`src/rtl/mem_bus_ctrl.sv`:
```
// rtl/mem_bus_ctrl.sv - single-request sequencer for a two-phase multiplexed external memory bus
module mem_bus_ctrl #(
  parameter int BITS         = 8,
  parameter int TIMEOUT      = 15,
  parameter int TIMEOUT_BITS = 4
) (
  input  logic            clk,
  input  logic            reset,
  input  logic            req_valid,
  output logic            req_ready,
  input  logic            req_rom_ram,
  input  logic            req_we,
  input  logic [BITS-1:0] req_addr,
  input  logic [BITS-1:0] req_wdata,
  output logic            rsp_valid,
  output logic [BITS-1:0] rsp_data,
  output logic            rsp_err,
  output logic [BITS-1:0] bus_out,
  input  logic [BITS-1:0] bus_in,
  output logic            bus_oe,
  output logic            bus_rom_ram,
  output logic            bus_addr_data,
  output logic            bus_we,
  input  logic            bus_ack
);

  typedef enum logic [1:0] {IDLE, ADDR, DATA, RESP} state_t;

  state_t                  state, state_nxt;
  logic [BITS-1:0]         addr_q, wdata_q;
  logic                    we_q, rom_ram_q;
  logic [TIMEOUT_BITS-1:0] cnt;
  logic                    timed_out;

  // Wait counter saturates at TIMEOUT, so it never wraps.
  assign timed_out = (cnt == TIMEOUT_BITS'(TIMEOUT));

  // State register.
  always_ff @(posedge clk) begin
    if (reset) state <= IDLE;
    else       state <= state_nxt;
  end

  // Next-state and Moore-decoded handshake/bus outputs.
  always_comb begin
    state_nxt     = state;
    req_ready     = 1'b0;
    rsp_valid     = 1'b0;
    bus_oe        = 1'b0;
    bus_we        = 1'b0;
    bus_addr_data = 1'b0;
    bus_rom_ram   = 1'b0;
    bus_out       = '0;
    case (state)
      IDLE: begin
        req_ready = 1'b1;
        if (req_valid) begin
          // Writes to ROM are refused without touching the bus.
          state_nxt = (req_we && !req_rom_ram) ? RESP : ADDR;
        end
      end
      ADDR: begin
        bus_out       = addr_q;
        bus_oe        = 1'b1;
        bus_addr_data = 1'b1;
        bus_rom_ram   = rom_ram_q;
        state_nxt     = DATA;
      end
      DATA: begin
        bus_rom_ram = rom_ram_q;
        if (we_q) begin
          bus_out = wdata_q;
          bus_oe  = 1'b1;
          bus_we  = 1'b1;
        end
        if (bus_ack || timed_out) state_nxt = RESP;
      end
      RESP: begin
        rsp_valid = 1'b1;
        state_nxt = IDLE;
      end
      default: state_nxt = IDLE;
    endcase
  end

  // Request latch, wait counter and registered response.
  always_ff @(posedge clk) begin
    if (reset) begin
      addr_q    <= '0;
      wdata_q   <= '0;
      we_q      <= 1'b0;
      rom_ram_q <= 1'b0;
      cnt       <= '0;
      rsp_data  <= '0;
      rsp_err   <= 1'b0;
    end else begin
      case (state)
        IDLE: begin
          if (req_valid) begin
            addr_q    <= req_addr;
            wdata_q   <= req_wdata;
            we_q      <= req_we;
            rom_ram_q <= req_rom_ram;
            if (req_we && !req_rom_ram) begin
              rsp_data <= '1;
              rsp_err  <= 1'b1;
            end
          end
        end
        ADDR: cnt <= '0;
        DATA: begin
          // An ack arriving on the final wait cycle still counts as success.
          if (bus_ack) begin
            rsp_data <= we_q ? '0 : bus_in;
            rsp_err  <= 1'b0;
          end else if (timed_out) begin
            rsp_data <= '1;
            rsp_err  <= 1'b1;
          end else begin
            cnt <= cnt + 1'b1;
          end
        end
        default: ;
      endcase
    end
  end

endmodule
```
`config.mk`:
```
export PLATFORM = sky130hd
export DESIGN_NAME = mem_bus_ctrl
export DESIGN_NICKNAME = d
export VERILOG_FILES = /design/src/rtl/mem_bus_ctrl.sv
export SDC_FILE = /design/constraint.sdc
export NUM_CORES = 1
export LEC_CHECK = 0
export ABC_AREA = 1
export CORE_MARGIN = 2
export CORE_UTILIZATION = 40
export DETAILED_ROUTE_END_ITERATION = 8
export PLACE_DENSITY = 0.71
export SETUP_SLACK_MARGIN = 0.5
export SKIP_CTS_REPAIR_TIMING = 1
export SLEW_MARGIN = 20
export SYNTH_ARGS = -nofsm -noshare
export SYNTH_HDL_FRONTEND = slang
export SYNTH_SLANG_ARGS = --single-unit
export TNS_END_PERCENT = 5
```
`constraint.sdc`:
```
create_clock -name clk -period 4.5 [get_ports clk]
set_input_delay 0.9 -clock clk [delete_from_list [all_inputs] [get_ports clk]]
set_output_delay 0.9 -clock clk [all_outputs]
set_load 0.01 [all_outputs]
```
==> results.env, run 1 <==
FINAL_ANTENNA_NET_COUNT=0
SYN_NETS=277
NUM_VIAS=1569
YOSYS_MOST_USED_DFF='dfxtp_1'
CTS_BUFFERS=5
NETLIST_TOP_CELLS_COUNT='nand2_1, nor2_1, dfxtp_1'
FILLCELLCOUNT=396
PLACE_WORST_SETUP_SLACK_NS=1.775
NUMPORTBUFFERS=52
POWER.LEAKAGE_nW=0.9541
DIE_WIDTH_UM=67.89
HTREEDEPTH=2
VDD_IR_DROP_MAX_mV=0.3094
TIMING.FINAL.CRIT_PERIOD_NS=2.995
STARTING_DENSITY_OF_THE_CORE_PCT=41.12
FINAL_MIN_PERIOD_OVER_CLOCK_PERIOD_PCT=66.56
POST-SYNTH-TOP-COUNT-CELL='nand2_1'
OUTCOME='finished, final reports clean'
SYNTH_TOP_CELL_AREA_SHARE_PCT=40.46
SYNTH.TOP_CELLS.BY_AREA='dfxtp_1, nand2_1, nor2_1'
STARTPOINT_TYPE='flop'
CRITICAL_PATH_PEAK_FANOUT=10
CLK_PIN_SLEW_NS=0.06
IO_PINS=53
CLOCK_TREE.ROOT_CELL='clkbuf_8'
GRT_ANTENNA_BEFORE_REPAIR=0
SYN_AREA_PER_CELL_UM2=6.775
DRT_ITER0_DRC=71
HOLD_PATH_CLASS='reg2reg'
FIRST_GLOBAL_VIAS=1391
DP.FINAL_HPWL_MM=2.474
PLACEMENT_ROWS=23
FIN_SKEW_NS=0.006234
WORST-SETUP-PATH-TYPE='reg2out'
MAX_SLEW_MARGIN_PCT=41.51
ANTENNA_DIODE_COUNT=0
WORST_SLACK_NS=1.505
HOLD_VIOL_FINAL=0
DRT-TOTAL-WL_MM=3.605
GRT_START_MAX_NET_PINS=33
SYNTH.YOSYS.WARNINGS=0
LAYOUT.AREA.SEQ_UM2=660.6
CP_DATA_REQUIRED_TIME_NS=3.60
GRT_REMAINING_OVERFLOW=0
SETUP_VIOLATIONS=0
DIE_HEIGHT_UM=67.89
WL_PER_CELL_UM=10.48
RSZ_0062_RAISED_AFTER_GLOBAL_ROUTING='no'
MAXCAPVIOLCOUNT=0
PRE_REPAIR_DR_ITERATION_COUNT=4
GP_CONGESTION=0.7966
TIGHTEST_PIN_TRANSITION_NS=0.8764
SYNTH.DISTINCT_CELLS=21
SYNTH_AREA_LEADER_CELL='dfxtp_1'
END_KIND='output port'
FIN_NETS=329
GRT_FIRST_PASS_WIRELENGTH_MM=5.871
RATIO_OF_TOTAL_POWER_TO_CELL_AREA_nW_PER_UM2=553.2
SYNTH-ASYNC-RESET-RATIO_PCT=0
POST_DR_VIAS_CELL=4.561
TIMING.SETUP.TNS_NS=0
FINAL-MAX-SLEW-VIOLATION-COUNT=0
POST_SYN_AREA_UM2=1633
AREAGROWTHSYNTHTOFINISH_PCT=39.23
CLKSINKCOUNT=33
DESIGN.CORE.AREA_UM2=3971
SYNTH_SEQ_CELLS=33
DRIVE_GT1_SHARE_PCT=8.844
CTS_TREE='built'
CLOCKBUFFERDEPTH=2
CLKLATENCYLATEPIN_NS=0.28
MAPPED_CELLS=241
MULTI_INPUT_COMBINATIONAL_CELL_AREA_UM2=842.1
WORST_EP_ARRIVAL_TIME_NS=2.10
MAX_FREQ_GHz=0.3339
SYNTH_SEQ_AREA_SHARE_PCT=40.46
SYNTH_EDF_COUNT=0
GLOBALROUTETOTALUTIL_PCT=16.66
DIE_AREA_UM2=4609
POST-ROUTE-DRC-COUNT=0
-- sequential cells by signal (all words and copies together) (netlist names) --
| register | flops |
|---|---|
| cnt | 4 |
| addr_q | 8 |
| wdata_q | 8 |
| rsp_err | 1 |
| we_q | 1 |
| state | 2 |
| rom_ram_q | 1 |
| rsp_data | 8 |
-- cell usage in the layout, fill, tap and decap left out, drive strengths merged --
master / count
clkbuf: 7
nand2: 68
inv: 20
clkdlybuf4s50: 52
o21ai: 22
a21oi: 16
dfxtp: 33
or2: 1
clkinv: 4
ha: 6
nor2: 58
nand3: 7
-- layer usage --
layer  share of wire, %  track usage [%]  routed length (µm)
met3                8.1            5.263                 293
met2                 45            27.45                1625
met4               0.94            6.250                  34
met1                 46            20.33                1651
met5                  0                0                   0
-- critical path, stage by stage, from the launching register on --
cell	delay (ns)
dfxtp_1	0.38
inv_1	0.10
ha_1	0.30
clkinv_1	0.25
a21oi_1	0.23
clkdlybuf4s50_1	0.56
-- report_power, final --
group	leakage, nW	internal, W	total, W	switching (W)
clock network	0.0542	0.000138	0.000243	0.000105
registers	0.272	0.000380	0.000428	0.0000481
logic	0.628	0.000243	0.000587	0.000344
total	0.954	0.000761	0.00126	0.000496
-- worst paths after layout --
| kind | end | startpoint | slack [ns] | depth (start not counted) |
|---|---|---|---|---|
| setup reg to reg | rom_ram_q | state[0] | 2.69 | 6 |
| hold reg to reg | addr_q[1] | addr_q[1] | 0.48 | 2 |
| setup / recovery | bus_out[6] | state[1] | 1.50 | 5 |
| hold / removal | addr_q[1] | addr_q[1] | 0.48 | 2 |
-- layout make-up --
class                   count  share of cell area, %
clock inverters             1                 0.2201
well taps                  50                  2.752
repair buffers             52                  22.89
flip-flops and latches     33                  29.06
inverters                  23                  3.797
clock buffers               7                  4.238
multi-input cells         178                  37.04
-- through the flow --
stage	cells	area, µm²	util [%]	hold WS, ns	power (W)
after floorplan	241	1633	-	0.4475	0.0008227
after global placement	336	2172	54.69	0.4641	0.001019
after detailed placement	336	2172	54.69	0.4745	0.001024
after CTS	344	2273	57.25	0.4896	0.001270
after global routing	344	2273	57.25	0.5137	0.001361
final	344	2273	57.25	0.4844	0.001258
-- kinds of logic (layout without fill, tap and decap cells) --
group,count (synthesis),count (layout),share of synthesized area (%)
fa+ha+maj,6,6,4.598
compound gates,38,38,11.65
buf+inv,30,83,7.969
flops,33,33,40.46
simple gates,134,134,35.33
Power figures use the tool's default switching activity.
==> inputs of run 2 (changes only) <==
==> constraint.sdc (replaced) <==
create_clock -name clk -period 3.04 [get_ports clk]
set_input_delay 0.608 -clock clk [delete_from_list [all_inputs] [get_ports clk]]
set_output_delay 0.608 -clock clk [all_outputs]
set_load 0.01 [all_outputs]
==> run 2 against run 1 <==
Routed wire length grew 4.3%; clock skew shrank 0.0018 ns; power grew 51%; combinational power rose by 65%; non-clock buffer count grew 3; first-iteration DRC count unchanged.
==> results.env, run 2 (synthesis results as in run 1) <==
OUTCOME='finished, final reports clean'
HOLD_VIOL_FINAL=0
WL_PER_CELL_UM=10.87
POWER.LEAKAGE_nW=0.9688
DIE_HEIGHT_UM=67.89
STARTPOINT_TYPE='flop'
GRT_FIRST_PASS_WIRELENGTH_MM=6.161
POST-ROUTE-DRC-COUNT=0
MAX_SLEW_MARGIN_PCT=79.81
SHARE_CLK_OF_TOTAL_POWER_PCT=15.6
CRITICAL_PATH_PEAK_FANOUT=10
FIN_NETS=333
FIRST_GLOBAL_VIAS=1491
DP.FINAL_HPWL_MM=2.606
WORST-SETUP-PATH-TYPE='reg2out'
GRT_START_MAX_NET_PINS=33
P_SEQ_SHARE_PCT=33.6
USE_MET3_PCT=4.605
ANTENNA_DIODE_COUNT=0
IO_PINS=53
INTERNAL_POWER_W=0.001132
DIE_AREA_UM2=4609
SETUP_VIOLATIONS=0
CELL_WITH_THE_LARGEST_STAGE_DELAY_ON_THE_WORST_PATH='clkdlybuf4s50_1'
GRT_REMAINING_OVERFLOW=0
CLKLATENCYLATEPIN_NS=0.28
SWSHARE_PCT=40.56
GROUTE.LAYER.MET1.USAGE_PCT=20.73
FINAL-MAX-SLEW-VIOLATION-COUNT=0
TIMING.SETUP.TNS_NS=0
CRITICAL-PATH-TOP-CELL-BY-COUNT='nand2_1'
VDD_IR_DROP_MAX_mV=0.3222
GRT_MOST_USED_LAYER='met2'
GLOBALROUTETOTALUTIL_PCT=17.59
FINAL_MIN_PERIOD_OVER_CLOCK_PERIOD_PCT=84.21
TIGHTEST_PIN_TRANSITION_NS=0.3024
STARTING_DENSITY_OF_THE_CORE_PCT=41.12
FIN_SKEW_NS=0.004462
DESIGN.CORE.AREA_UM2=3971
MAX_FREQ_GHz=0.3906
GRT_UTIL_MET2_PCT=30.51
WORST_EP_ARRIVAL_TIME_NS=1.95
LAYOUT_TOP_REGISTERS='addr_q x8, rsp_data x8, wdata_q x8'
END_KIND='output port'
COMBPWRFRAC_PCT=50.8
DELAY_OF_THE_SLOWEST_CRITICAL_PATH_STAGE_NS=0.55
NUMPORTBUFFERS=52
FINAL_ANTENNA_NET_COUNT=0
PATH_CELLS='inv_2 > ha_4 > nand2_1 > clkinvlp_4 > nand2_1 > a21oi_1 > clkdlybuf4s50_1'
CLKSINKCOUNT=33
DIE_WIDTH_UM=67.89
MAXCAPVIOLCOUNT=0
CLOCKBUFFERDEPTH=2
DRIVE_GT1_SHARE_PCT=11.82
DRT_ITER0_DRC=71
CP_DATA_REQUIRED_TIME_NS=2.43
CLK_PIN_SLEW_NS=0.06
GP_CONGESTION=0.7830
CTS_TREE='built'
TIMING.FINAL.CRIT_PERIOD_NS=2.560
CTS_BUFFERS=5
HOLD_PATH_CLASS='reg2reg'
AREAGROWTHSYNTHTOFINISH_PCT=41.76
PRE_REPAIR_DR_ITERATION_COUNT=4
LAYOUT.CELLS.MOST_COMMON_LIST='nand2_1, clkdlybuf4s50_1, nor2_1'
TOTAL_SWITCHING_POWER_W=0.0007726
FINISH.UTILIZATION_PCT=58.29
RATIO_OF_TOTAL_POWER_TO_CELL_AREA_nW_PER_UM2=822.9
MOST_COMMON_CELL_AFTER_LAYOUT_FILL_AND_TAPS_ASIDE='nand2_1'
GRT_ANTENNA_BEFORE_REPAIR=0
PLACEMENT_ROWS=23
POST_DR_VIAS_CELL=4.647
DRT-TOTAL-WL_MM=3.761
HTREEDEPTH=2
NUM_VIAS=1608
RSZ_0062_RAISED_AFTER_GLOBAL_ROUTING='yes'
CLOCK_TREE.ROOT_CELL='clkbuf_8'
run 2: metal layers:
| layer | part of all wire (%) | up-vias |
|---|---|---|
| met1 | 45 | 700 |
| met4 | 1.4 | 0 |
| met5 | 0 | - |
| met3 | 6.5 | 7 |
| li1 | - | 852 |
| met2 | 47 | 49 |
run 2: power groups by stage:
stage	clock, W	sequential (W)	combinational, W
finish	0.000297	0.000640	0.000967
global placement	0	0.000640	0.000877
floorplan	0	0.000649	0.000569
detailed placement	0	0.000644	0.000890
CTS	0.000305	0.000636	0.000894
global route	0.000321	0.000653	0.00108
run 2: worst max-delay path, delay by kind of cell (launching register included):
| kind | cells | cell delay (ns) |
|---|---|---|
| AOI/OAI and AO/OA | 1 | 0.14 |
| and+or+nand+nor | 2 | 0.16 |
| buffers and inverters | 3 | 0.84 |
| DFF | 1 | 0.33 |
| adders and majority gates | 1 | 0.19 |
run 2: metrics by stage:
step	instances	setup WS, ns	cell area, µm²	power, W	hold WS, ns
floorplan	241	1.230	1633	0.001218	0.4475
global placement	338	0.6477	2187	0.001517	0.4627
detailed placement	338	0.5978	2187	0.001534	0.4669
CTS	344	0.2893	2261	0.001835	0.4826
global route	346	0.3538	2315	0.002059	0.5099
finish	346	0.4800	2315	0.001905	0.4886
run 2: worst paths after layout:
kind	startpoint	endpoint	slack [ns]	cells past startpoint
max	state[0]	bus_out[3]	0.48	7
min reg2reg	cnt[0]	cnt[0]	0.49	1
min	cnt[0]	cnt[0]	0.49	1
max reg2reg	state[1]	rsp_data[3]	1.54	8
run 2: layout make-up:
class / count / area (µm²)
Timing Repair inverter: 1 / 7.507
Inverter: 23 / 93.84
Fill cell: 394 / 1657
Multi-Input combinational cell: 178 / 869.6
Timing Repair Buffer: 55 / 545.5
Sequential cell: 33 / 661.9
Clock buffer: 5 / 68.82
Clock inverter: 1 / 5.005
Tap cell: 50 / 62.56
